**config.mk**
```make
export PLATFORM = sky130hd
export DESIGN_NAME = prog_sender
export DESIGN_NICKNAME = d
export VERILOG_FILES = /design/src/rtl/prog_sender.sv
export SDC_FILE = /design/constraint.sdc
export NUM_CORES = 1
export LEC_CHECK = 0
export ABC_AREA = 1
export CAP_MARGIN = 0
export CORE_ASPECT_RATIO = 1.1
export CORE_UTILIZATION = 30
export CTS_BUF_LIST = sky130_fd_sc_hd__clkbuf_16
export CTS_CLUSTER_DIAMETER = 80
export DETAILED_ROUTE_END_ITERATION = 10
export MAX_ROUTING_LAYER = met4
export PLACE_DENSITY_LB_ADDON = 0.3
export REMOVE_ABC_BUFFERS = 1
export SLEW_MARGIN = 5
export SYNTH_ARGS = -nofsm -noshare
export SYNTH_HDL_FRONTEND = slang
export SYNTH_SLANG_ARGS = --single-unit
```
**constraint.sdc**
```tcl
create_clock -name clk_i -period 2.4 [get_ports clk_i]
set_input_delay 0.48 -clock clk_i [delete_from_list [all_inputs] [get_ports clk_i]]
set_output_delay 0.48 -clock clk_i [all_outputs]
set_load 0.005 [all_outputs]
```
**src/rtl/prog_sender.sv**
```systemverilog
// Streams a program image to a UART transmitter: the "-p" preamble, the image
// bytes from memory in ascending address order, then a silent gap for the target.
module prog_sender #(
  parameter int SYS_CLK_FREQ = 100000000,
  parameter int IDLE_CYCLES  = 2 * SYS_CLK_FREQ,
  parameter int ADDR_W       = 16
) (
  input  logic              clk_i,
  input  logic              reset_i,
  input  logic              start_i,
  input  logic [ADDR_W-1:0] length_i,
  output logic              rd_en_o,
  output logic [ADDR_W-1:0] rd_addr_o,
  input  logic [7:0]        rd_data_i,
  output logic              tx_start_o,
  output logic [7:0]        tx_byte_o,
  input  logic              tx_busy_i,
  output logic              busy_o,
  output logic              done_o,
  output logic              err_o
);

  localparam logic [2:0] S_IDLE    = 3'd0;
  localparam logic [2:0] S_TX_DASH = 3'd1;
  localparam logic [2:0] S_TX_P    = 3'd2;
  localparam logic [2:0] S_RD      = 3'd3;
  localparam logic [2:0] S_TX_DATA = 3'd4;
  localparam logic [2:0] S_WAIT_TX = 3'd5;
  localparam logic [2:0] S_SILENT  = 3'd6;

  localparam logic [31:0] LAST_CNT = 32'(IDLE_CYCLES - 1);
  localparam logic [7:0]  BYTE_DASH = 8'h2D;
  localparam logic [7:0]  BYTE_P    = 8'h70;

  logic [2:0]        state_reg;
  logic [2:0]        ret_state_reg;
  logic              wait_first_reg;
  logic [ADDR_W-1:0] addr_reg;
  logic [ADDR_W-1:0] len_reg;
  logic [31:0]       cnt_reg;
  logic              data_pending_reg;
  logic [7:0]        data_reg;
  logic [7:0]        tx_byte_reg;
  logic              tx_start_reg;
  logic              err_reg;

  // done_o is decoded from SILENT so busy_o is still high in the done cycle,
  // which makes a start arriving alongside done_o fall into the ignored case.
  assign rd_en_o    = (state_reg == S_RD);
  assign rd_addr_o  = addr_reg;
  assign tx_start_o = tx_start_reg;
  assign tx_byte_o  = tx_byte_reg;
  assign busy_o     = (state_reg != S_IDLE);
  assign done_o     = (state_reg == S_SILENT) && (cnt_reg == LAST_CNT);
  assign err_o      = err_reg;

  always_ff @(posedge clk_i or negedge reset_i) begin
    if (!reset_i) begin
      state_reg        <= S_IDLE;
      ret_state_reg    <= S_IDLE;
      wait_first_reg   <= 1'b0;
      addr_reg         <= '0;
      len_reg          <= '0;
      cnt_reg          <= '0;
      data_pending_reg <= 1'b0;
      data_reg         <= 8'h00;
      tx_byte_reg      <= 8'h00;
      tx_start_reg     <= 1'b0;
      err_reg          <= 1'b0;
    end else begin
      tx_start_reg <= 1'b0;
      err_reg      <= 1'b0;
      cnt_reg      <= '0;
      case (state_reg)
        S_IDLE: begin
          if (start_i) begin
            if (length_i != '0) begin
              len_reg   <= length_i;
              addr_reg  <= '0;
              state_reg <= S_TX_DASH;
            end else begin
              err_reg <= 1'b1;
            end
          end
        end
        S_TX_DASH: begin
          if (!tx_busy_i) begin
            tx_start_reg   <= 1'b1;
            tx_byte_reg    <= BYTE_DASH;
            ret_state_reg  <= S_TX_P;
            wait_first_reg <= 1'b1;
            state_reg      <= S_WAIT_TX;
          end
        end
        S_TX_P: begin
          if (!tx_busy_i) begin
            tx_start_reg   <= 1'b1;
            tx_byte_reg    <= BYTE_P;
            ret_state_reg  <= S_RD;
            wait_first_reg <= 1'b1;
            state_reg      <= S_WAIT_TX;
          end
        end
        S_RD: begin
          data_pending_reg <= 1'b1;
          state_reg        <= S_TX_DATA;
        end
        S_TX_DATA: begin
          // The memory word is only valid in the first TX_DATA cycle; keep a copy
          // in case the transmitter is still busy and the launch is delayed.
          if (data_pending_reg) begin
            data_reg         <= rd_data_i;
            data_pending_reg <= 1'b0;
          end
          if (!tx_busy_i) begin
            tx_start_reg   <= 1'b1;
            tx_byte_reg    <= data_pending_reg ? rd_data_i : data_reg;
            addr_reg       <= addr_reg + ADDR_W'(1);
            ret_state_reg  <= S_TX_DATA;
            wait_first_reg <= 1'b1;
            state_reg      <= S_WAIT_TX;
          end
        end
        S_WAIT_TX: begin
          if (wait_first_reg) begin
            wait_first_reg <= 1'b0;
          end else if (!tx_busy_i) begin
            if (ret_state_reg == S_TX_DATA) begin
              state_reg <= (addr_reg == len_reg) ? S_SILENT : S_RD;
            end else begin
              state_reg <= ret_state_reg;
            end
          end
        end
        S_SILENT: begin
          if (cnt_reg == LAST_CNT) begin
            state_reg <= S_IDLE;
          end else begin
            cnt_reg <= cnt_reg + 32'd1;
          end
        end
        default: begin
          state_reg <= S_IDLE;
        end
      endcase
    end
  end

endmodule

```
======== Yosys cells after proc, flatten, opt, wreduce, memory -nomap -nowiden ========
Index checks and enable logic that the tools add are counted.
storage, ports and cells
  flip-flop bits (word level) ............. 90
  output and inout bits ................... 29
  logic and storage cells ................. 77
cells by class
  $add $sub $neg .......................... 2
  eq/ne operators ......................... 18
  muxes and demuxes ....................... 32
  reduce and logical (&&, ||, !) cells .... 14
operators with widths
  cell                                                   count
  2-to-1 mux 32 bit                                      2
  2-to-1 mux 16 bit                                      3
  2-to-1 mux 3 bit                                       11
  adder 32 x 1 -> 32 bit, second input constant          1
  equality test 32 x 28 -> 1 bit, second input constant  1
  2-to-1 mux 8 bit                                       4
  case mux 16 bit (2 select lines)                       1
  case mux 8 bit (3 select lines)                        1
  adder 16 x 1 -> 16 bit, second input constant          1
  equality test 16 bit                                   1
  != test 2 bit, second input constant                   8
  nonzero test 16 bit                                    1
  case mux 3 bit (5 select lines)                        1
  equality test 3 bit, second input constant             4
  case mux 3 bit (3 select lines)                        1
  AND reduction 4 bit                                    2
  equality test 3 x 2 -> 1 bit, second input constant    2
  2-to-1 mux 1 bit                                       6
  AND reduction 6 bit                                    1
  nonzero test 2 bit                                     3
  nonzero test 3 bit                                     2
  case mux 1 bit (2 select lines)                        2
  equality test 3 x 1 -> 1 bit, second input constant    1
  zero test 3 bit                                        1
  other kinds (5)                                        5

======== Depth between registers and ports, before layout ========
Gate-level depths: netlist of run 1.
  word-level depth ........................ 6
  gate-level depth with buffers ........... 14

======== Least setup slack after synthesis of run 1 ========
No wires, ideal clock.
  kind .................................... register -> output
  start point ............................. register state_reg[2]
  end point ............................... output port done_o
  data arrival time ....................... 1268 ps
  data required time ...................... 1920 ps
  slack ................................... 652 ps
  stages on the path, launching flop included .. 5
  path buffers ............................ 0
  path through ............................ dfrtp_1 inv_2 nor3_2 inv_1 nor4_1
between the ends
  longest elaborated chain between the ends .. 2
RTL lines
  item                      line  RTL
  start: declaration        35    logic [2:0] state_reg;
  start signal: assignment  129   state_reg <= (addr_reg == len_reg) ? S_SILENT : S_RD;
  start signal: assignment  131   state_reg <= ret_state_reg;
  equality test 3 bit       54    assign done_o = (state_reg == S_SILENT) && (cnt_reg == LAST_CNT);
  logical AND 1 bit         54
  end: declaration          19    output logic done_o,
No other way between the ends.

======== Worst setup path in the final report of run 1 ========
  start point ............................. register state_reg[2]
  end point ............................... output port rd_en_o
between the ends
  longest elaborated chain between the ends .. 1
RTL lines
  item                          line  RTL
  equality test 3 x 2 -> 1 bit  49    assign rd_en_o = (state_reg == S_RD);
  end: declaration              12    output logic rd_en_o,
No other way between the ends.

==> results of run 1 <==
-- cell usage in the layout, fill, tap and decap left out, types with 3 or more instances in the layout --
| cell type | count |
|---|---|
| nor3b_1 | 3 |
| buf_4 | 13 |
| nor3_2 | 3 |
| nand2_2 | 6 |
| o21ai_0 | 33 |
| o21ai_2 | 16 |
| clkbuf_16 | 9 |
| clkinv_4 | 3 |
| dfrtp_1 | 90 |
| a31oi_1 | 7 |
| inv_2 | 7 |
| a21oi_1 | 20 |
| clkdlybuf4s50_1 | 54 |
| nor2_1 | 86 |
| xor2_1 | 12 |
| nand3_1 | 32 |
| nor2_2 | 9 |
| nor3_1 | 34 |
| nand2_1 | 163 |
| inv_1 | 98 |
| o21ai_1 | 3 |
| nand2_4 | 4 |
| nand4_1 | 23 |
-- worst max path at each step --
stage                            start      end  slack [ns]  depth (start not counted)
after floorplan           state_reg[2]   done_o        0.54                          4
after global placement      cnt_reg[0]   done_o        0.12                          6
after detailed placement    cnt_reg[0]   done_o        0.11                          6
after CTS                 state_reg[2]  rd_en_o        0.09                          3
after global routing        cnt_reg[0]   done_o        0.05                          6
final                     state_reg[2]  rd_en_o        0.11                          3
-- layout make-up --
cell class,instances,area (um2)
clock buffer,9,225
clock inverter,6,45.0
sequential,90,2250
multi-input combinational,473,2350
timing repair buffer,70,687
tap,204,255
inverter,107,407
fill,1712,10300
-- routing by layer --
metal,track usage [%],vias to the layer above,part of all wire [%],routed length (um)
met1,19.7,2034,48,5890
met5,-,-,0,0
met3,2.12,12,3.2,391
li1,-,2323,-,-
met2,25.2,76,47,5780
met4,6.09,0,1.7,204
-- logic make-up (layout without fill, tap and decap cells) --
family	count (synthesis)	count (layout)	share of synthesized area, %
AO/OA/AOI/OAI	85	85	10.0
XOR/XNOR	14	14	2.40
adder cells (fa/ha/maj)	2	2	0.490
buffers and inverters	122	192	10.1
flip-flops	90	90	44.1
AND/OR/NAND/NOR	372	372	32.9
-- what timing repair did --
| item | CTS | global route |
|---|---|---|
| hold buffers | 0 | 0 |
| setup endpoints to repair | 1 | 0 |
| buffers inserted | 0 | 0 |
| resized for setup | 5 | 0 |
| endpoints found under the hold margin | 0 | 0 |
-- metrics by stage --
stage	area, um2	std cells	total power, mW
4_1_cts	6230	959	5.37
3_5_place_dp	5940	944	4.01
6_report	6230	959	5.30
3_3_place_gp	5940	944	3.98
2_1_floorplan	5000	670	3.27
5_1_grt	6230	959	5.72
-- critical path, delay by kind of cell, from the launching register on --
family,cells,cell delay (ns)
AND/OR/NAND/NOR,1,0.32
flip-flops,1,0.40
buffers and inverters,2,0.74
-- power breakdown --
part / internal [mW] / switching (mW)
Clock: 0.698 / 0.626
Sequential: 1.84 / 0.259
Combinational: 0.782 / 1.09
Total: 3.32 / 1.98
==> impl_metrics.json, run 1 <==
{
  "synth_area_leaders": "dfrtp_1 (44%), nand2_1 (12%), inv_1 (7.2%), nor2_1 (6.4%), nor3_1 (3.3%)",
  "clock_latency_ns": 0.35,
  "cp-start-kind": "flip-flop",
  "largest_register_ffs": 32,
  "drive_above_1_share_pct": 10.7,
  "netlist_area_um2": 5100,
  "grtUsageTotal_pct": 15.6,
  "rows": 49,
  "ant_nets": 0,
  "synth_top_cell_by_area": "dfrtp_1",
  "die_w_um": 126,
  "syn_to_final_growth_pct": 22.0,
  "max_stage_delay_ns": 0.58,
  "finalSetupViolations": 0,
  "first_iter_violations": 226,
  "htreeDepth": 3,
  "clk_pin_slew_ns": 0.07,
  "rsz0062_at_grt": "no",
  "dp_hpwl_mm": 9.04,
  "die_h_um": 139,
  "cts-root-buf": "clkbuf_16",
  "drv_cap": 0,
  "synthCells": 685,
  "max-slew-margin-rel_pct": 65.3,
  "period_share_pct": 95.3,
  "worstSetupPathType": "reg -> out",
  "ys_async_sr_fraction_pct": 100,
  "holdCritPathClass": "in -> async",
  "ys_warn_count": 0,
  "synth.top_cell.area_share_pct": 44.1,
  "skew_ns": 0.0108,
  "wl_mm": 12.3,
  "cp.required_ns": 1.92,
  "powerDensity_nw_per_um2": 851,
  "vias": 4445,
  "ir_drop_v": 0.000515,
  "cp-end-kind": "output pin",
  "cts_buffers": 9,
  "diodes": 0,
  "start_util_pct": 30.9,
  "postSynthAreaPerCell_um2": 7.45,
  "detail_route.wl_per_cell_um": 12.8,
  "synth_common_cells": "nand2_1 (163), inv_1 (98), dfrtp_1 (90), nor2_1 (87), nor3_1 (34)",
  "synth.distinct_cells": 37,
  "fin_nets": 781,
  "io_pins": 57,
  "io_buffers": 56,
  "layout_min_cycle_time_ns": 2.29,
  "synth_edf_count": 0,
  "fmax_mhz": 437,
  "status": "finished clean",
  "slowest_stage": "clkdlybuf4s50_1",
  "cts_sinks": 90,
  "timing.rr.start": "cnt_reg[0]",
  "core-area_um2": 16500,
  "crit_arrival_ns": 1.81,
  "antenna_found_initial": 0,
  "crit_chain": "buf_4 > nor3_1 > clkdlybuf4s50_1",
  "cts_tree": "built",
  "finalSetupTns_ns": 0,
  "grt_pass1_wl_mm": 21.0,
  "grt_max_degree": 91,
  "r2r_cells": 11,
  "drt_pass1_iterations": 4,
  "leakagePower_nw": 2.69,
  "synth_seq_cells": 90,
  "reg2reg_slack_ns": 0.53,
  "worstMarginPinSlew_ns": 0.517,
  "post-place-ws_ns": 0.111,
  "grt_overflow": 0,
  "holdWs_ns": 0.181,
  "seq_area_frac_synth_pct": 44.1,
  "die-area_um2": 17500,
  "clock_path_buffers": 2,
  "drc": 0,
  "utilization_pct": 37.8,
  "yosys_most_used_dff": "dfrtp_1",
  "slew_viol_final": 0,
  "worst_r2r_endpoint": "state_reg[2]",
  "hold_violations": 0,
  "worstPathMaxFanout": 4,
  "yosysMostFrequentCell": "nand2_1",
  "layout_setup_ws_ns": 0.112,
  "vias_per_cell": 4.64,
  "place.gp.congestion": 0.900,
  "grt_pass1_vias": 4326
}
Power figures use the tool's default switching activity.
==> inputs of run 2 (changes only) <==
--- a/config.mk
+++ b/config.mk
@@ -14,6 +14,7 @@
 export DETAILED_ROUTE_END_ITERATION = 10
 export MAX_ROUTING_LAYER = met4
 export PLACE_DENSITY_LB_ADDON = 0.3
+export RECOVER_POWER = 50
 export REMOVE_ABC_BUFFERS = 1
 export SLEW_MARGIN = 5
 export SYNTH_ARGS = -nofsm -noshare
==> run 2 against run 1 <==
Against the previous run: clock-buffer cell count unchanged; non-clock buffer count unchanged; clock power hardly changed; combinational power barely moved; largest power group unchanged.
==> impl_metrics.json, run 2 (same netlist as run 1, synthesis figures left out) <==
{
  "cts_tree": "built",
  "p_total_mw": 5.27,
  "placed_cell_area_um2": 5940,
  "slowest_stage": "clkdlybuf4s50_1",
  "grt_pass1_vias": 4326,
  "start_util_pct": 30.9,
  "final_cell_mix": "nand2_1 (163), inv_1 (98), dfrtp_1 (90), nor2_1 (86), clkdlybuf4s50_1 (53)",
  "syn_to_final_growth_pct": 21.4,
  "place.gp.congestion": 0.900,
  "cp-end-kind": "output pin",
  "crit_chain": "buf_4 > nor3_1 > clkdlybuf4s50_1",
  "first_iter_violations": 217,
  "cts_buffers": 9,
  "grtUsageTotal_pct": 15.6,
  "stdcell_area_um2": 6190,
  "instances_no_fill": 959,
  "worst_r2r_endpoint": "len_reg[14]",
  "ir_drop_v": 0.000508,
  "max-slew-margin-rel_pct": 14.2,
  "vias": 4456,
  "largest_register_ffs": 32,
  "swShare_pct": 37.2,
  "layout_setup_ws_ns": 0.146,
  "reg2reg_slack_ns": 0.29,
  "detail_route.wl_per_cell_um": 12.8,
  "drc": 0,
  "ant_nets": 0,
  "cts_sinks": 90,
  "worstMarginPinSlew_ns": 1.29,
  "hold_violations": 0,
  "dp_cells": 944,
  "die_h_um": 139,
  "powerDensity_nw_per_um2": 850,
  "leakagePower_nw": 2.68,
  "clock_path_buffers": 2,
  "holdPathStages": 1,
  "power_frac_clock_pct": 25.0,
  "worstSetupPathType": "reg -> out",
  "cp.required_ns": 1.92,
  "cts-root-buf": "clkbuf_16",
  "rows": 49,
  "die-area_um2": 17500,
  "worstPathMaxFanout": 4,
  "utilization_pct": 37.6,
  "holdCritPathClass": "reg -> reg",
  "max_stage_delay_ns": 0.58,
  "post-place-ws_ns": 0.111,
  "io_pins": 57,
  "htreeDepth": 3,
  "clk_pin_slew_ns": 0.07,
  "die_w_um": 126,
  "status": "finished clean",
  "wl_mm": 12.2,
  "skew_ns": 0.00994,
  "whs_endpoint": "cnt_reg[0]",
  "rsz0062_at_grt": "no",
  "seqPwrFrac_pct": 39.9,
  "drv_cap": 0,
  "clock_latency_ns": 0.35,
  "grt_pass1_wl_mm": 21.0,
  "drt_pass1_iterations": 5,
  "p_comb_share_pct": 35.0,
  "intPower_mw": 3.31,
  "core-area_um2": 16500,
  "holdWs_ns": 0.465,
  "diodes": 0,
  "grt_overflow": 0,
  "fmax_mhz": 444,
  "crit_arrival_ns": 1.77,
  "dp_hpwl_mm": 9.04,
  "min_from": "cnt_reg[0]",
  "vias_per_cell": 4.65,
  "layout_commonest_cell": "nand2_1",
  "r2r_cells": 11,
  "finalSetupTns_ns": 0,
  "layout_min_cycle_time_ns": 2.25,
  "power.net_switching_mw": 1.96,
  "antenna_found_initial": 0,
  "timing.rr.start": "state_reg[1]",
  "drive_above_1_share_pct": 10.5,
  "cp-start-kind": "flip-flop",
  "finalSetupViolations": 0,
  "period_share_pct": 93.9,
  "fin_nets": 781,
  "slew_viol_final": 0,
  "io_buffers": 56,
  "grt_max_degree": 91
}
## run 2: cell types whose count changed in the layout (fill, tap and decap cells not counted), sizes merged
cell and delta:
buf -4, clkbuf +4, clkdlybuf4s50 -1, dlygate4sd3 +1
## run 2: metal layers
| layer | vias to the layer above | track usage, % | part of all wire, % |
|---|---|---|---|
| li1 | 2327 | - | - |
| met1 | 2035 | 19.7 | 47 |
| met2 | 81 | 25.2 | 48 |
| met3 | 13 | 2.12 | 3.3 |
| met4 | 0 | 6.09 | 1.6 |
| met5 | - | - | 0 |
## run 2: worst max-delay path: cells and delay by family, from the launching register on
family | cells | cell delay (ns)
and+or+nand+nor | 1 | 0.30
buffers and inverters | 2 | 0.73
DFF | 1 | 0.39
## run 2: worst max-delay path by stage
stage                 start      end  slack, ns
2_1_floorplan  state_reg[2]   done_o       0.54
3_3_place_gp     cnt_reg[0]   done_o       0.12
3_5_place_dp     cnt_reg[0]   done_o       0.11
4_1_cts        state_reg[2]  rd_en_o       0.09
5_1_grt          cnt_reg[0]   done_o       0.05
6_report       state_reg[2]  rd_en_o       0.15
## run 2: layout make-up
type	count	area [um2]
Fill cell	1717	10300
Timing Repair Buffer	70	668
Inverter	107	407
Tap cell	204	255
Multi-Input combinational cell	473	2340
Sequential cell	90	2250
Clock buffer	9	225
Clock inverter	6	45.0
## run 2: timing repair
action / CTS / global route
buffers inserted: 0 / 0
resized for setup: 5 / 0
setup endpoints to repair: 1 / 0
hold buffers: 0 / 0
## run 2: power by group through the flow
| stage | clock, mW | combinational [mW] | sequential (mW) |
|---|---|---|---|
| finish | 1.32 | 1.85 | 2.10 |
| global route | 1.42 | 2.13 | 2.15 |
| CTS | 1.36 | 1.91 | 2.10 |
| detailed placement | 0 | 1.89 | 2.12 |
| global placement | 0 | 1.86 | 2.12 |
| floorplan | 0 | 1.20 | 2.07 |
